$ cat config.mk
export PLATFORM = sky130hd
export DESIGN_NAME = enc_pos_ctrl
export DESIGN_NICKNAME = d
export VERILOG_FILES = /design/src/rtl/enc_pos_ctrl.sv
export SDC_FILE = /design/constraint.sdc
export NUM_CORES = 1
export LEC_CHECK = 0
export BUFFER_PORTS_ARGS = -buffer_cell sky130_fd_sc_hd__buf_4
export CAP_MARGIN = 20
export CORE_AREA = 2 2 151 153
export DETAILED_ROUTE_END_ITERATION = 10
export DIE_AREA = 0 0 153 155
export HOLD_SLACK_MARGIN = 0.05
export MAX_ROUTING_LAYER = met4
export PLACE_DENSITY = 0.54
export SLEW_MARGIN = 20
export SYNTH_ARGS = -nofsm -noshare
export SYNTH_HDL_FRONTEND = slang
export SYNTH_SLANG_ARGS = --single-unit
$ cat constraint.sdc
create_clock -name clk -period 2.4 [get_ports clk]
set_clock_uncertainty 0.1 [all_clocks]
set_input_delay 0.36 -clock clk [delete_from_list [all_inputs] [get_ports clk]]
set_output_delay 0.36 -clock clk [all_outputs]
set_load 0.005 [all_outputs]
$ cat src/rtl/enc_pos_ctrl.sv
// N-channel quadrature encoder position block: 2-FF sync, debounce, step decode, wrap/saturate, button zero.
// Input edge to pos update is fixed at DB_CYCLES+3 cycles; read port answers one cycle after rd_en; no backpressure.
module enc_pos_ctrl #(
    parameter int                      NUM_CH    = 3,
    parameter int                      CNT_W     = 8,
    parameter logic [NUM_CH*CNT_W-1:0] MAX_VEC   = {8'd255, 8'd119, 8'd159},
    parameter bit                      WRAP      = 1'b1,
    parameter int                      DB_CYCLES = 1000
) (
    input  logic                    clk,
    input  logic                    rst,
    input  logic [NUM_CH-1:0]       enc_a,
    input  logic [NUM_CH-1:0]       enc_b,
    input  logic [NUM_CH-1:0]       enc_btn,
    input  logic                    rd_en,
    input  logic [3:0]              rd_addr,
    output logic [15:0]             rd_data,
    output logic                    rd_valid,
    output logic [NUM_CH*CNT_W-1:0] pos_bus,
    output logic [NUM_CH-1:0]       changed
);
    // Filtered signal vector layout: [A | B | BTN], A in the low NUM_CH bits.
    localparam int              NS      = 3 * NUM_CH;
    localparam int              DBW     = $clog2(DB_CYCLES + 1);
    localparam logic [DBW-1:0]  DB_LAST = DBW'(DB_CYCLES - 1);
    localparam logic [NS-1:0]   RST_VAL = {{NUM_CH{1'b0}}, {(2*NUM_CH){1'b1}}};

    logic [NS-1:0]           w_raw;
    logic [NS-1:0]           r_sync1;
    logic [NS-1:0]           r_sync2;
    logic [NS-1:0]           r_filt;
    logic [DBW-1:0]          r_cnt [NS];
    logic [NUM_CH-1:0]       r_a_prev;
    logic [NUM_CH-1:0]       r_btn_prev;
    logic [NUM_CH*CNT_W-1:0] r_pos;
    logic [NUM_CH*CNT_W-1:0] w_pos_nxt;
    logic [NUM_CH-1:0]       w_chg;
    logic [NUM_CH-1:0]       r_changed;
    logic [NUM_CH-1:0]       w_clr;
    logic [15:0]             w_rd_mux;
    logic [15:0]             r_rd_data;
    logic                    r_rd_valid;

    assign w_raw = {enc_btn, enc_b, enc_a};

    genvar g;
    for (g = 0; g < NUM_CH; g++) begin : g_ch
        localparam logic [CNT_W-1:0] M = MAX_VEC[g*CNT_W +: CNT_W];
        logic [CNT_W-1:0] w_cur;
        logic [CNT_W-1:0] w_nxt;
        logic             w_a_rise;
        logic             w_btn_rise;
        logic             w_dn;

        assign w_cur      = r_pos[g*CNT_W +: CNT_W];
        assign w_a_rise   = r_filt[g] & ~r_a_prev[g];
        assign w_btn_rise = r_filt[2*NUM_CH+g] & ~r_btn_prev[g];
        assign w_dn       = r_filt[NUM_CH+g];

        // Button edge takes priority over a coincident step.
        always_comb begin
            w_nxt = w_cur;
            if (w_btn_rise) begin
                w_nxt = '0;
            end else if (w_a_rise) begin
                if (!w_dn) begin
                    if (w_cur >= M) w_nxt = WRAP ? '0 : M;
                    else            w_nxt = w_cur + 1'b1;
                end else begin
                    if (w_cur == '0) w_nxt = WRAP ? M : '0;
                    else             w_nxt = w_cur - 1'b1;
                end
            end
        end

        assign w_pos_nxt[g*CNT_W +: CNT_W] = w_nxt;
        assign w_chg[g]                    = (w_nxt != w_cur);
    end

    always_comb begin
        w_rd_mux = '0;
        w_clr    = '0;
        for (int i = 0; i < NUM_CH; i++) begin
            if (rd_addr == 4'(i)) w_rd_mux = 16'(r_pos[i*CNT_W +: CNT_W]);
        end
        if (rd_addr == 4'(NUM_CH)) begin
            w_rd_mux = 16'(r_changed);
            if (rd_en) w_clr = r_changed;
        end
    end

    always_ff @(posedge clk) begin
        if (rst) begin
            r_sync1    <= RST_VAL;
            r_sync2    <= RST_VAL;
            r_filt     <= RST_VAL;
            for (int i = 0; i < NS; i++) r_cnt[i] <= '0;
            r_a_prev   <= '1;
            r_btn_prev <= '0;
            r_pos      <= '0;
            r_changed  <= '0;
            r_rd_data  <= '0;
            r_rd_valid <= 1'b0;
        end else begin
            r_sync1    <= w_raw;
            r_sync2    <= r_sync1;
            for (int i = 0; i < NS; i++) begin
                if (r_sync2[i] == r_filt[i]) begin
                    r_cnt[i] <= '0;
                end else if (r_cnt[i] == DB_LAST) begin
                    r_filt[i] <= r_sync2[i];
                    r_cnt[i]  <= '0;
                end else begin
                    r_cnt[i] <= r_cnt[i] + 1'b1;
                end
            end
            r_a_prev   <= r_filt[NUM_CH-1:0];
            r_btn_prev <= r_filt[NS-1:2*NUM_CH];
            r_pos      <= w_pos_nxt;
            // A flag setting in the read cycle survives the read-clear.
            r_changed  <= (r_changed & ~w_clr) | w_chg;
            r_rd_valid <= rd_en;
            if (rd_en) r_rd_data <= w_rd_mux;
        end
    end

    assign pos_bus  = r_pos;
    assign changed  = r_changed;
    assign rd_data  = r_rd_data;
    assign rd_valid = r_rd_valid;

endmodule

==> metrics.md <==
| Metric | Value |
|---|---|
| Netlist Area Pre-Place | `about 8700 µm²` |
| WL final | `slightly below 20000 µm` |
| # setup viols final | `0` |
| Worst EP required | `between 2 and 3 ns` |
| Total gr overflow | `0` |
| CP Data Arrival Time | `around 2.4 ns` |
| Pwr Total | `~6.2 mW` |
| Largest net degree at the start of global routing | `45` |
| Maxcap violations | `0` |
| Die W | `roughly 150 µm` |
| Layout Nets | `between 1000 and 1500` |
| PD cells | `between 500 and 600 nW/µm²` |
| Area grow syn2layout | `19.9%` |
| Hold Path Class | `in -> reg` |
| Routed length on met1 | `~9000 µm` |
| CP max stage delay | `~0.53 ns` |
| Reg clk slew, reported paths | `around 0.070 ns` |
| Clock tree from TritonCTS | `built` |
| Element type at the critical path start | `register` |
| Setup TNS | `0 ns` |
| Fill count | `about 2200` |
| Final Critical Period | `between 2 and 2.5 ns` |
| Most common cell in the synthesized netlist | `nor2_1` |
| Clk buf depth | `2` |
| Finished Layout Cells | `1403` |
| Inst Count DP | `about 1400` |
| Synthesis-stage register bit count | `about 160` |
| Initial antenna violation count | `0` |
| R2R setup slack | `0.26 ns` |
| Max VDD drop | `~430 µV` |
| Fin crit share | `between 80% and 90%` |
| Vias in the first global route | `approximately 6600` |
| Starting Density | `between 30 and 40%` |
| Most area-hungry cell type in the Yosys netlist | `edfxtp_1` |
| Post_cts resized | `0` |
| Clock Sinks | `between 150 and 200` |
| Most used cell, CP | `a211oi_1` |
| Total GRT Usage | `approximately 17%` |
| Via count | `about 7000` |
| Antenna diodes | `0` |
| Slew Viols, Final | `0` |
| CP max stage cell | `or4b_1` |
| Top_reg_cell synth | `edfxtp_1` |
| First-pass GRT wire length | `32500 µm` |
| Die Y | `~160 µm` |
| H-tree Lvls | `4` |
| CP Cell Sequence | `ha_1 -> nand2_1 -> or4b_1 -> a211oi_1 -> a211oi_1 -> and3_1 -> a31oi_1` |
| Mean Syn Cell Area | `between 9 and 10 µm²` |
| Number of synthesized flops with an enable pin | `90` |
| Core Footprint | `22200 µm²` |
| F_max | `roughly 0.47 GHz` |
| Commonest cells in the netlist | `nor2_1 (162), edfxtp_1 (90), nand2_1 (83)` |
| Max Fanout on Critical Path | `9` |
| Sequential area share after synthesis | `46.9%` |
| Status | `finished clean` |
| Ranking of synthesized cells by area | `edfxtp_1 (31%), dfxtp_1 (16%), nor2_1 (7.0%)` |
| Unrepaired setup endpoints after global routing | `no` |
| Worst-Margin Slew | `around 0.56 ns` |
| Distinct cells, synth | `70` |
| CP endpoint kind | `register` |
| TritonCTS Buffers | `17` |
| Iteration-0 DRC Markers | `583` |
| Top-area cell type share of the netlist area | `31.0%` |
| Die area | `about 24000 µm²` |
| Cells after Synth | `around 960` |
| Async S/R FF share, synth | `0%` |
| Drt via density | `roughly 5.0` |
| HPWL Detailed | `about 14000 µm` |
| PortBufs | `51` |
| Met3 routed WL | `roughly 600 µm` |
| Setup bufs post-CTS | `0` |
| Worst-Skew Late Latency | `about 0.43 ns` |
| Met2 WL | `about 9000 µm` |
| Leakage | `~3.9 nW` |
| WL/cell | `~14 µm` |
| I/O pin count | `60` |
| Crit Path Category | `reg -> reg` |
| Layout Utilization | `a little under half` |
| Gpl congestion | `0.889` |
| Detailed Routing Iterations Pass 1 | `5` |
| # DRC | `0` |
| Post-route ant nets | `0` |
| Root buf cell | `clkbuf_16` |
| Final Hold Viols | `0` |
| Worst slew margin | `a little over three fifths` |
| Share of layout cells above drive strength 1 | `roughly an eighth` |
| Num rows | `55` |
| YS warnings | `0` |
| Top routing layer used | `met4` |
==> final timing paths <==
kind              cells after the start             startpoint                     to
hold / removal                        2             enc_btn[2]  r_sync1[8]$_SDFF_PP0_
setup reg to reg                      7  pos_bus[8]$_SDFF_PP0_  changed[1]$_SDFF_PP0_
setup / recovery                      7  pos_bus[8]$_SDFF_PP0_  changed[1]$_SDFF_PP0_
hold reg to reg                       1  r_sync1[4]$_SDFF_PP1_  r_sync2[4]$_SDFF_PP1_
==> cells in the final DEF (no fill, tap or decap), types with 7 or more instances in the layout <==
cell	instances
mux2i_1	9
a31oi_1	11
and3_1	20
ha_1	17
or4_1	11
clkbuf_16	17
conb_1	98
edfxtp_1	90
or2_2	20
nand2_1	83
nand4_1	16
xnor2_1	53
dlygate4sd3_1	7
buf_4	82
o21ai_0	32
o211ai_1	13
nor3_1	29
a211oi_1	10
nand2b_1	10
dfxtp_1	69
nor2b_1	17
inv_1	29
nand3_1	43
nor2_1	162
a21oi_1	37
xor2_1	31
==> layer usage <==
metal / global-route usage (%) / vias to the layer above
met5: - / -
met4: 5.91 / 0
met3: 3.12 / 30
met2: 27.7 / 128
met1: 22.3 / 3281
li1: - / 3576
==> registers in the layout (all words and copies together) (netlist names) <==
register,count
rd_data,8
r_a_prev,3
pos_bus,24
r_sync2,9
r_filt,9
changed,3
r_cnt,90
r_btn_prev,3
r_sync1,9
rd_valid,1
==> cell families (layout without fill, tap and decap cells) <==
kind of cell	after synthesis	count (layout)	share of synthesized area, %
AO/OA/AOI/OAI	142	142	10.7
XOR/XNOR	84	84	8.45
adder cells (fa/ha/maj)	17	17	2.44
buffers and inverters	87	151	4.35
flip-flops	159	159	46.9
multiplexers	10	10	1.16
other	2	98	0.0862
AND/OR/NAND/NOR	457	457	25.9
==> timing repair <==
item | in CTS | in global routing
hold endpoints to repair | 7 | 0
hold buffers | 7 | 0
endpoints found under the setup margin | 0 | 0
==> cell type report <==
cell class,instances,area (µm²),share of cell area [%]
multi-input cells,808,4610,44.1
flip-flops and latches,159,4080,39.1
repair buffers,89,686,6.57
clock buffers,18,429,4.11
well taps,285,357,3.41
clock inverters,14,166,1.59
inverters,30,113,1.08
==> where the power goes <==
part	switching [mW]	internal (mW)	total (mW)	leakage, nW
Sequential	0.0750	2.96	3.04	1.49
Combinational	0.206	0.159	0.365	2.17
Clock	1.13	1.63	2.77	0.285
==> per-stage QoR <==
stage | hold slack, ns | setup slack [ns] | area, µm²
2_1_floorplan | 0.289 | 0.381 | 9070
3_3_place_gp | 0.296 | 0.312 | 9780
3_5_place_dp | 0.292 | 0.260 | 9780
4_1_cts | 0.0582 | 0.250 | 10400
5_1_grt | 0.0790 | 0.0639 | 10400
6_report | 0.0675 | 0.263 | 10400
==> critical path, delay by kind of cell, from the launching register on <==
family / cells / cell delay [ns]
flops: 1 / 0.50
simple gates: 3 / 0.78
compound gates: 3 / 0.43
fa+ha+maj: 1 / 0.27
Note: power is estimated with default switching activity, not from simulation.
